$ cat src/rtl/rx_frame_ctrl.sv
// rtl/rx_frame_ctrl.sv - serial receive frame controller: start detect, mid-bit strobes, stop check, host handshake.
// Optional even-parity frame bit and parity_error output when RX_PARITY_EN is defined.
module rx_frame_ctrl #(
  parameter int DATA_BITS    = 8,
  parameter int CLKS_PER_BIT = 10
) (
  input  logic                 clk,
  input  logic                 n_rst,
  input  logic                 serial_in,
`ifdef RX_PARITY_EN
  input  logic [DATA_BITS+1:0] packet_data,
`else
  input  logic [DATA_BITS:0]   packet_data,
`endif
  input  logic                 data_read,
  output logic                 shift_strobe,
  output logic                 sample_bit,
  output logic [DATA_BITS-1:0] rx_data,
  output logic                 data_ready,
  output logic                 overrun_error,
`ifdef RX_PARITY_EN
  output logic                 parity_error,
`endif
  output logic                 framing_error
);

`ifdef RX_PARITY_EN
  localparam int PKT_W = DATA_BITS + 2;
`else
  localparam int PKT_W = DATA_BITS + 1;
`endif
  localparam int HALF = CLKS_PER_BIT / 2;
  localparam int TW   = $clog2(CLKS_PER_BIT);
  localparam int BW   = $clog2(PKT_W + 1);

  typedef enum logic [2:0] {IDLE, START_CHK, RECV, CHECK, LOAD} state_t;

  state_t          state, next_state;
  logic            sync1, prev;
  logic [TW-1:0]   timer;
  logic [BW-1:0]   bit_cnt;
  logic            start_det, half_hit, bit_tick, last_bit, stop_ok, frame_ok;

  always_ff @(posedge clk or negedge n_rst) begin
    if (!n_rst) begin
      sync1      <= 1'b1;
      sample_bit <= 1'b1;
      prev       <= 1'b1;
    end else begin
      sync1      <= serial_in;
      sample_bit <= sync1;
      prev       <= sample_bit;
    end
  end

  assign start_det = prev & ~sample_bit;
  assign half_hit  = (timer == TW'(HALF));
  assign bit_tick  = (timer == TW'(CLKS_PER_BIT - 1));
  assign last_bit  = (bit_cnt == BW'(PKT_W - 1));
  assign stop_ok   = packet_data[PKT_W-1];
`ifdef RX_PARITY_EN
  logic parity_ok;
  assign parity_ok = (packet_data[DATA_BITS] == ^packet_data[DATA_BITS-1:0]);
  assign frame_ok  = stop_ok & parity_ok;
`else
  assign frame_ok  = stop_ok;
`endif

  always_ff @(posedge clk or negedge n_rst) begin
    if (!n_rst) state <= IDLE;
    else        state <= next_state;
  end

  always_comb begin
    next_state   = state;
    shift_strobe = 1'b0;
    case (state)
      IDLE:      if (start_det) next_state = START_CHK;
      START_CHK: if (half_hit) next_state = sample_bit ? IDLE : RECV;
      RECV: begin
        if (bit_tick) begin
          shift_strobe = 1'b1;
          if (last_bit) next_state = CHECK;
        end
      end
      CHECK:     next_state = frame_ok ? LOAD : IDLE;
      LOAD:      next_state = IDLE;
      default:   next_state = IDLE;
    endcase
  end

  // timer counts cycles since the start-detect cycle, then restarts per bit once in RECV
  always_ff @(posedge clk or negedge n_rst) begin
    if (!n_rst) begin
      timer   <= '0;
      bit_cnt <= '0;
    end else begin
      case (state)
        IDLE: begin
          timer   <= TW'(1);
          bit_cnt <= '0;
        end
        START_CHK: begin
          timer   <= half_hit ? '0 : timer + TW'(1);
          bit_cnt <= '0;
        end
        RECV: begin
          if (bit_tick) begin
            timer   <= '0;
            bit_cnt <= bit_cnt + BW'(1);
          end else begin
            timer   <= timer + TW'(1);
          end
        end
        default: begin
          timer   <= '0;
          bit_cnt <= '0;
        end
      endcase
    end
  end

  always_ff @(posedge clk or negedge n_rst) begin
    if (!n_rst) begin
      rx_data       <= '1;
      data_ready    <= 1'b0;
      overrun_error <= 1'b0;
      framing_error <= 1'b0;
`ifdef RX_PARITY_EN
      parity_error  <= 1'b0;
`endif
    end else begin
      if (state == IDLE && start_det) begin
        framing_error <= 1'b0;
`ifdef RX_PARITY_EN
        parity_error  <= 1'b0;
`endif
      end
      if (state == CHECK && !stop_ok) framing_error <= 1'b1;
`ifdef RX_PARITY_EN
      if (state == CHECK && stop_ok && !parity_ok) parity_error <= 1'b1;
`endif
      // a load beats a same-cycle read: the new word stays pending
      if (state == LOAD) begin
        rx_data    <= packet_data[DATA_BITS-1:0];
        data_ready <= 1'b1;
        if (data_ready && !data_read)     overrun_error <= 1'b1;
        else if (data_ready && data_read) overrun_error <= 1'b0;
      end else if (data_read && data_ready) begin
        data_ready    <= 1'b0;
        overrun_error <= 1'b0;
      end
    end
  end

endmodule

$ cat config.mk
export PLATFORM = sky130hd
export DESIGN_NAME = rx_frame_ctrl
export DESIGN_NICKNAME = d
export VERILOG_FILES = /design/src/rtl/rx_frame_ctrl.sv
export SDC_FILE = /design/constraint.sdc
export NUM_CORES = 1
export LEC_CHECK = 0
export BUFFER_PORTS_ARGS = -buffer_cell sky130_fd_sc_hd__buf_2
export CORE_UTILIZATION = 50
export CTS_BUF_LIST = sky130_fd_sc_hd__clkbuf_8
export CTS_CLUSTER_SIZE = 24
export DETAILED_ROUTE_END_ITERATION = 8
export GPL_ROUTABILITY_DRIVEN = 0
export PLACE_DENSITY = 0.82
export SYNTH_ARGS = -nofsm -noshare
export SYNTH_HDL_FRONTEND = slang
export SYNTH_SLANG_ARGS = --single-unit
export TNS_END_PERCENT = 10
$ cat constraint.sdc
create_clock -name clk -period 2.19 [get_ports clk]
set_input_delay 0.438 -clock clk [delete_from_list [all_inputs] [get_ports clk]]
set_output_delay 0.438 -clock clk [all_outputs]
set_load 0.02 [all_outputs]
==> results of run 1 <==
==> synthesized netlist by cell type, types with 3 or more instances <==
master,count,area (µm²)
nor2_1,6,22.5
nor2b_1,3,18.8
dfrtp_1,14,350
nor3_1,3,15.0
dfstp_2,11,289
ha_1,4,50.1
mux2_2,8,90.1
inv_1,5,18.8
a21oi_1,4,20.0
==> through the flow <==
stage	cell area, µm²	power, mW	setup slack [ns]	utilization (%)
2_1_floorplan	1110	1.20	0.553	-
3_3_place_gp	1270	1.35	0.495	62.7
3_5_place_dp	1270	1.37	0.459	62.7
4_1_cts	1320	1.65	0.154	65.1
5_1_grt	1320	1.74	0.0710	65.1
6_report	1320	1.64	0.165	65.1
==> area by class of cell <==
type	instances	area, µm²
Fill cell	149	706
Sequential cell	25	639
Multi-Input combinational cell	57	443
Timing Repair Buffer	26	133
Clock buffer	3	41.3
Tap cell	27	33.8
Inverter	5	18.8
Clock inverter	1	7.51
==> state kept, by name, summed over array words and instances, names as in the netlist, named ones only <==
signal,flops
rx_data,8
bit_cnt,4
timer,4
state,3
data_ready,1
framing_error,1
prev,1
sample_bit,1
sync1,1
==> layout by cell type (no fill, tap or decap), types with 2 or more instances in the layout <==
cell,instances
nor2_1,6
nor2b_1,3
nor3_1,3
nand3b_1,2
a21oi_1,4
xnor2_1,2
buf_2,25
nor3b_1,2
dfrtp_1,14
inv_1,5
or3_1,2
dfstp_2,11
mux2_2,8
nand3_1,2
ha_1,4
clkbuf_8,3
xor2_1,2
o21ai_0,2
==> worst paths after layout <==
check,start,endpoint,slack [ns]
max in group asynchronous,n_rst,rx_data[1],1.68
setup / recovery,state[2],shift_strobe,0.16
setup reg to reg,timer[1],state[0],0.58
hold reg to reg,sync1,sample_bit,0.36
min in group clk,serial_in,sync1,0.27
hold / removal,n_rst,timer[2],0.14
==> critical path: stages (launching register included) <==
cell and delay (ns):
dfrtp_1 0.50, or3b_1 0.53, nor2_1 0.12, buf_2 0.17
==> per-layer routing <==
metal / vias up / track usage [%] / part of all wire (%)
met2: 13 / 29.5 / 52
met3: 2 / 2.49 / 2.9
met5: - / 0 / 0
met1: 381 / 22.9 / 44
li1: 368 / - / -
met4: 0 / 8.82 / 1.0
==> power groups by stage <==
| stage | registers, mW | clock network, mW | logic, mW |
|---|---|---|---|
| 2_1_floorplan | 0.881 | 0 | 0.320 |
| 3_3_place_gp | 0.764 | 0 | 0.587 |
| 3_5_place_dp | 0.774 | 0 | 0.601 |
| 4_1_cts | 0.765 | 0.284 | 0.602 |
| 5_1_grt | 0.787 | 0.297 | 0.651 |
| 6_report | 0.765 | 0.275 | 0.596 |
==> cells by family after synthesis <==
group / share of synthesized area [%]
fa+ha+maj: 4.49
xor+xnor: 3.14
flops: 57.4
buf+inv: 2.92
simple gates: 14.0
mux: 8.98
compound gates: 9.09
==> summary.md, run 1 <==
| Metric | Value |
|---|---|
| Fin Setup TNS | 0 ns |
| Drt drc | 0 |
| Chip height | 49.2 µm |
| Cells after Synth | 90 |
| GRT Util Overall | 17.9% |
| Max_cap viols | 0 |
| Final min period | 2.03 ns |
| Initial antenna violation count | 0 |
| Clock Power Share | 16.8% |
| Fin crit share | 92.5% |
| Final net count | between 100 and 150 |
| Initial DRC Count | 8 |
| Finished Layout Cells | 144 |
| Post-synth EDFFs | 0 |
| Crit path launch type | register |
| Synth-to-layout area growth | 18.1% |
| CP arrival | 1.59 ns |
| P_sw | slightly below 600 µW |
| Sequential fraction of the synthesis area | 57.4% |
| Element type at the critical path end | output pin |
| Worst VDD drop | 0.829 mV |
| DR vias/cell | roughly 5.3 |
| Warnings, synthesis | 0 |
| R2r worst-path depth | 5 |
| Remaining Overflow, GRT | 0 |
| Vias in the first global route | just under 800 |
| Status | finished, final reports clean |
| CTS clk-pin slew, worst paths | 0.09 ns |
| CTS Root Cell | clkbuf_8 |
| Lkg Pwr | slightly above 0.6 nW |
| Ant. Diodes | 0 |
| # Post-CTS Setup Buffers | 0 |
| Yosys cell types | 33 |
| Share of cells above drive strength 1 | 42.7% |
| F_max | 0.494 GHz |
| CTS tree | built |
| RSZ-0062 raised after global routing | no |
| Detailed-route wire length per cell | about 13 µm |
| Die area | 2420 µm² |
| WL final | 1870 µm |
| 1st-pass router iterations | 4 |
| Dpl cells | 140 |
| Starting Density | 55.1% |
| Rows | 16 |
| Via count | 764 |
| Clock buffer depth | 2 |
| Flop pwr share | roughly 47% |
| Post-synthesis cell area | 1110 µm² |
| Top Ports | 26 |
| Worst skew pair latency | around 0.27 ns |
| Post-DP HPWL | 1410 µm |
| Final setup vio count | 0 |
| H-tree depth | 1 |
| Post-CTS resize count | 0 |
| Worst-path maximum fanout | 12 |
| Core area | around 2000 µm² |
| Seq cells post-synth | 25 |
| Net Count, Synth | 107 |
| Logic pwr share | 36.5% |
| Worst hold slack | about 0.14 ns |
| Max Clock Skew | 0.00249 ns |
| Pwr/cell area | 1240 nW/µm² |
| CTS buffer count | 3 |
| DRT antenna net count | 0 |
| Switching Share | 35.5% |
| Port Buffers | 25 |
| Final Max Slew Viols | 0 |
| Asr flop ratio synth | 100% |
| Worst-margin pin slew | roughly 0.53 ns |
| Die W | between 40 and 50 µm |
| Hold WC Path Type | input pin to async pin |
| Headroom to the max-slew limit | 64.7% |
| Hold buffer count at cts | 0 |
| P_int | 1.05 mW |
| Data required, critical path | roughly 1.8 ns |
| Critical path class | register to output pin |
| Top FF cell, synth | dfrtp_1 |
| Largest net degree at the start of global routing | 26 |
| Global-route wire length before repair | about 3300 µm |
| Final Hold Viols | 0 |
| Clk sink count | 25 |
| Avg Inst Size Synth | 12.4 µm² |
Power figures use the tool's default switching activity.
==> run 2, diff against run 1 <==
ABC_AREA = 1   (was default)
==> run 2 against run 1 <==
Net effect:
- clock power down 8.4%
- flip-flop and latch count stayed put
- critical path depth up 2
- first-iteration DRC count is 88% higher
- area after synthesis increased by 0.79%
- combinational power grew 7.6%
- register-to-register slack gained 0.34 ns
- die area is 0.75% higher
- power up 1.4%
==> summary.md, run 2 <==
| Metric | Value |
|---|---|
| Post-synth EDFFs | 0 (unchanged) |
| Fin crit share | 85.6% (-6.9 points) |
| R2r setup slk | 0.92 ns (+0.34 ns) |
| Worst hold slack | 0.146 ns (+0.00620 ns) |
| Clk sink count | 25 (unchanged) |
| Drt drc | 0 (unchanged) |
| Final Max Slew Viols | 0 (unchanged) |
| Final Hold Viols | 0 (unchanged) |
| Layout fillers | 174 (+17%) |
| Via count | 868 (+14%) |
| Final net count | 169 (+25%) |
| Lkg Pwr | 0.673 nW (+8.5%) |
| Post-CTS resize count | 0 (unchanged) |
| Max FFs per register | 8 (unchanged) |
| GRT Util Overall | 19.8% (+1.9 points) |
| Vias in the first global route | 842 (+9.1%) |
| Top flop regs | rx_data (8), bit_cnt (4), timer (4) |
| Chip height | 49.4 µm (+0.38%) |
| DR vias/cell | 4.88 (-8.1%) |
| CTS tree | built |
| Fin Setup TNS | 0 ns (unchanged) |
| Rows | 16 (unchanged) |
| Crit-path cells | inv_1 -> ha_1 -> nand3_1 -> nor2_1 -> buf_2 |
| # Post-CTS Setup Buffers | 0 (unchanged) |
| Ant. Diodes | 0 (unchanged) |
| Largest net degree at the start of global routing | 26 (unchanged) |
| Worst-margin pin slew | 0.525 ns (-0.00417 ns) |
| Die area | 2440 µm² (+0.75%) |
| Core area | 2040 µm² (+0.99%) |
| Worst reg2reg endpoint | timer[3] |
| Most common cell after layout, fill and taps aside | nand2_1 |
| CTS clk-pin slew, worst paths | 0.08 ns (about the same) |
| Worst-path maximum fanout | 4 (-8) |
| Synth-to-layout area growth | 18.2% (about the same) |
| CTS buffer count | 3 (unchanged) |
| Cells after Synth | 122 (+36%) |
| Yosys top cell area share | 31.2% (-0.24 points) |
| Most frequent cells in the layout | nand2_1 (34), buf_2 (25), inv_1 (16) |
| Avg Inst Size Synth | 9.21 µm² (-26%) |
| Placed standard-cell area | 1280 µm² (+1.2%) |
| Max Clock Skew | 0.00251 ns (+0.0000247 ns) |
| Data required, critical path | 1.75 ns (about the same) |
| DRT antenna net count | 0 (unchanged) |
| Hold WC Path Type | input pin to async pin |
| Headroom to the max-slew limit | 65.0% (+0.28 points) |
| Die W | 49.4 µm (+0.38%) |
| Most common library cells after synthesis | nand2_1 (34), inv_1 (15), dfrtp_1 (14) |
| R2r worst-path depth | 7 (+2) |
| Global-route wire length before repair | 3580 µm (+8.6%) |
| F_max | 0.534 GHz (+8.1%) |
| Initial DRC Count | 15 (+7) |
| Warnings, synthesis | 0 (unchanged) |
| Buf/Inv on CP | 2 (+1) |
| Crit path launch type | register |
| Top Ports | 26 (unchanged) |
| Most common cell in the netlist | nand2_1 |
| Port Buffers | 25 (unchanged) |
| Detailed-route wire length per cell | 11.2 µm (-14%) |
| Top FF cell, synth | dfrtp_1 |
| 1st-pass router iterations | 4 (unchanged) |
| Synth area leader | dfrtp_1 |
| CP peak stage delay | 0.40 ns (-0.13 ns) |
| Post-layout instance area | 1330 µm² (+0.86%) |
| Remaining Overflow, GRT | 0 (unchanged) |
| Final setup vio count | 0 (unchanged) |
| Biggest register | rx_data |
| Worst R2R Start | timer[1] |
| CP arrival | 1.44 ns (-0.15 ns) |
| CTS Root Cell | clkbuf_8 |
| Post-DP HPWL | 1560 µm (+10%) |
| WL final | 2000 µm (+6.7%) |
| Status | finished, final reports clean |
| Clock buffer depth | 2 (unchanged) |
| Critical path class | register to output pin |
| Starting Density | 55.0% (-0.11 points) |
| Element type at the critical path end | output pin |
| Share of cells above drive strength 1 | 33.8% (-9.0 points) |
| Post-synthesis cell area | 1120 µm² (+0.79%) |
| Seq cells post-synth | 25 (unchanged) |
| Cell family with most CP delay | flip-flops |
| RSZ-0062 raised after global routing | no |
| Net Count, Synth | 139 (+30%) |
| H-tree depth | 1 (unchanged) |
| Synth top area cells | dfrtp_1 (31%), dfstp_2 (26%), nand2_1 (11%) |
| Max_cap viols | 0 (unchanged) |
| CP max stage cell | dfrtp_1 |
| Pwr/cell area | 1250 nW/µm² (+0.55%) |
| Worst skew pair latency | 0.26 ns (about the same) |
| Initial antenna violation count | 0 (unchanged) |
| Total power | 1.66 mW (+1.4%) |
| Asr flop ratio synth | 100% (unchanged) |
| Yosys cell types | 20 (-39%) |
| Final min period | 1.87 ns (-0.151 ns) |
| Worst VDD drop | 0.729 mV (-12%) |
| Hold buffer count at cts | 0 (unchanged) |
| Sequential fraction of the synthesis area | 56.9% (-0.45 points) |
## run 2: per-layer routing
metal  wire length, µm  vias to the layer above  track usage, %
li1                  -                      435               -
met1               866                      402            24.6
met2               996                       27            33.3
met3                94                        4            2.80
met4                40                        0            10.0
met5                 0                        -               0
## run 2: power breakdown
group | internal [mW] | total (mW) | switching, mW
Sequential | 0.660 | 0.765 | 0.105
Combinational | 0.220 | 0.641 | 0.422
Clock | 0.125 | 0.252 | 0.127
Total | 1.01 | 1.66 | 0.654
## run 2: worst max path at each step
stage	startpoint	end	depth (start not counted)
finish	timer[1]	shift_strobe	5
global route	timer[1]	shift_strobe	5
CTS	timer[1]	shift_strobe	5
detailed placement	timer[1]	shift_strobe	5
global placement	timer[1]	shift_strobe	5
floorplan	timer[1]	shift_strobe	4
## run 2: logic make-up (layout without fill, tap and decap cells)
| logic type | after synthesis | in the layout | share of synthesized area [%] |
|---|---|---|---|
| compound gates | 12 | 12 | 6.24 |
| xor+xnor | 3 | 3 | 2.34 |
| flops | 25 | 25 | 56.9 |
| buf+inv | 18 | 47 | 6.24 |
| simple gates | 60 | 60 | 23.8 |
| fa+ha+maj | 4 | 4 | 4.45 |
## run 2: final cells by class
type / count / area, µm² / area share, %
Timing Repair Buffer: 25 / 125 / 9.43
Inverter: 18 / 70.1 / 5.28
Clock inverter: 1 / 3.75 / 0.283
Multi-Input combinational cell: 79 / 414 / 31.2
Tap cell: 27 / 33.8 / 2.54
Clock buffer: 3 / 41.3 / 3.11
Sequential cell: 25 / 639 / 48.2
## run 2: metrics by stage
step / util, % / instances / setup WS [ns]
after global routing: 65.0 / 178 / 0.170
after detailed placement: 62.8 / 174 / 0.600
after floorplan: - / 122 / 0.665
after CTS: 65.0 / 178 / 0.296
after global placement: 62.8 / 174 / 0.636
final: 65.0 / 178 / 0.316
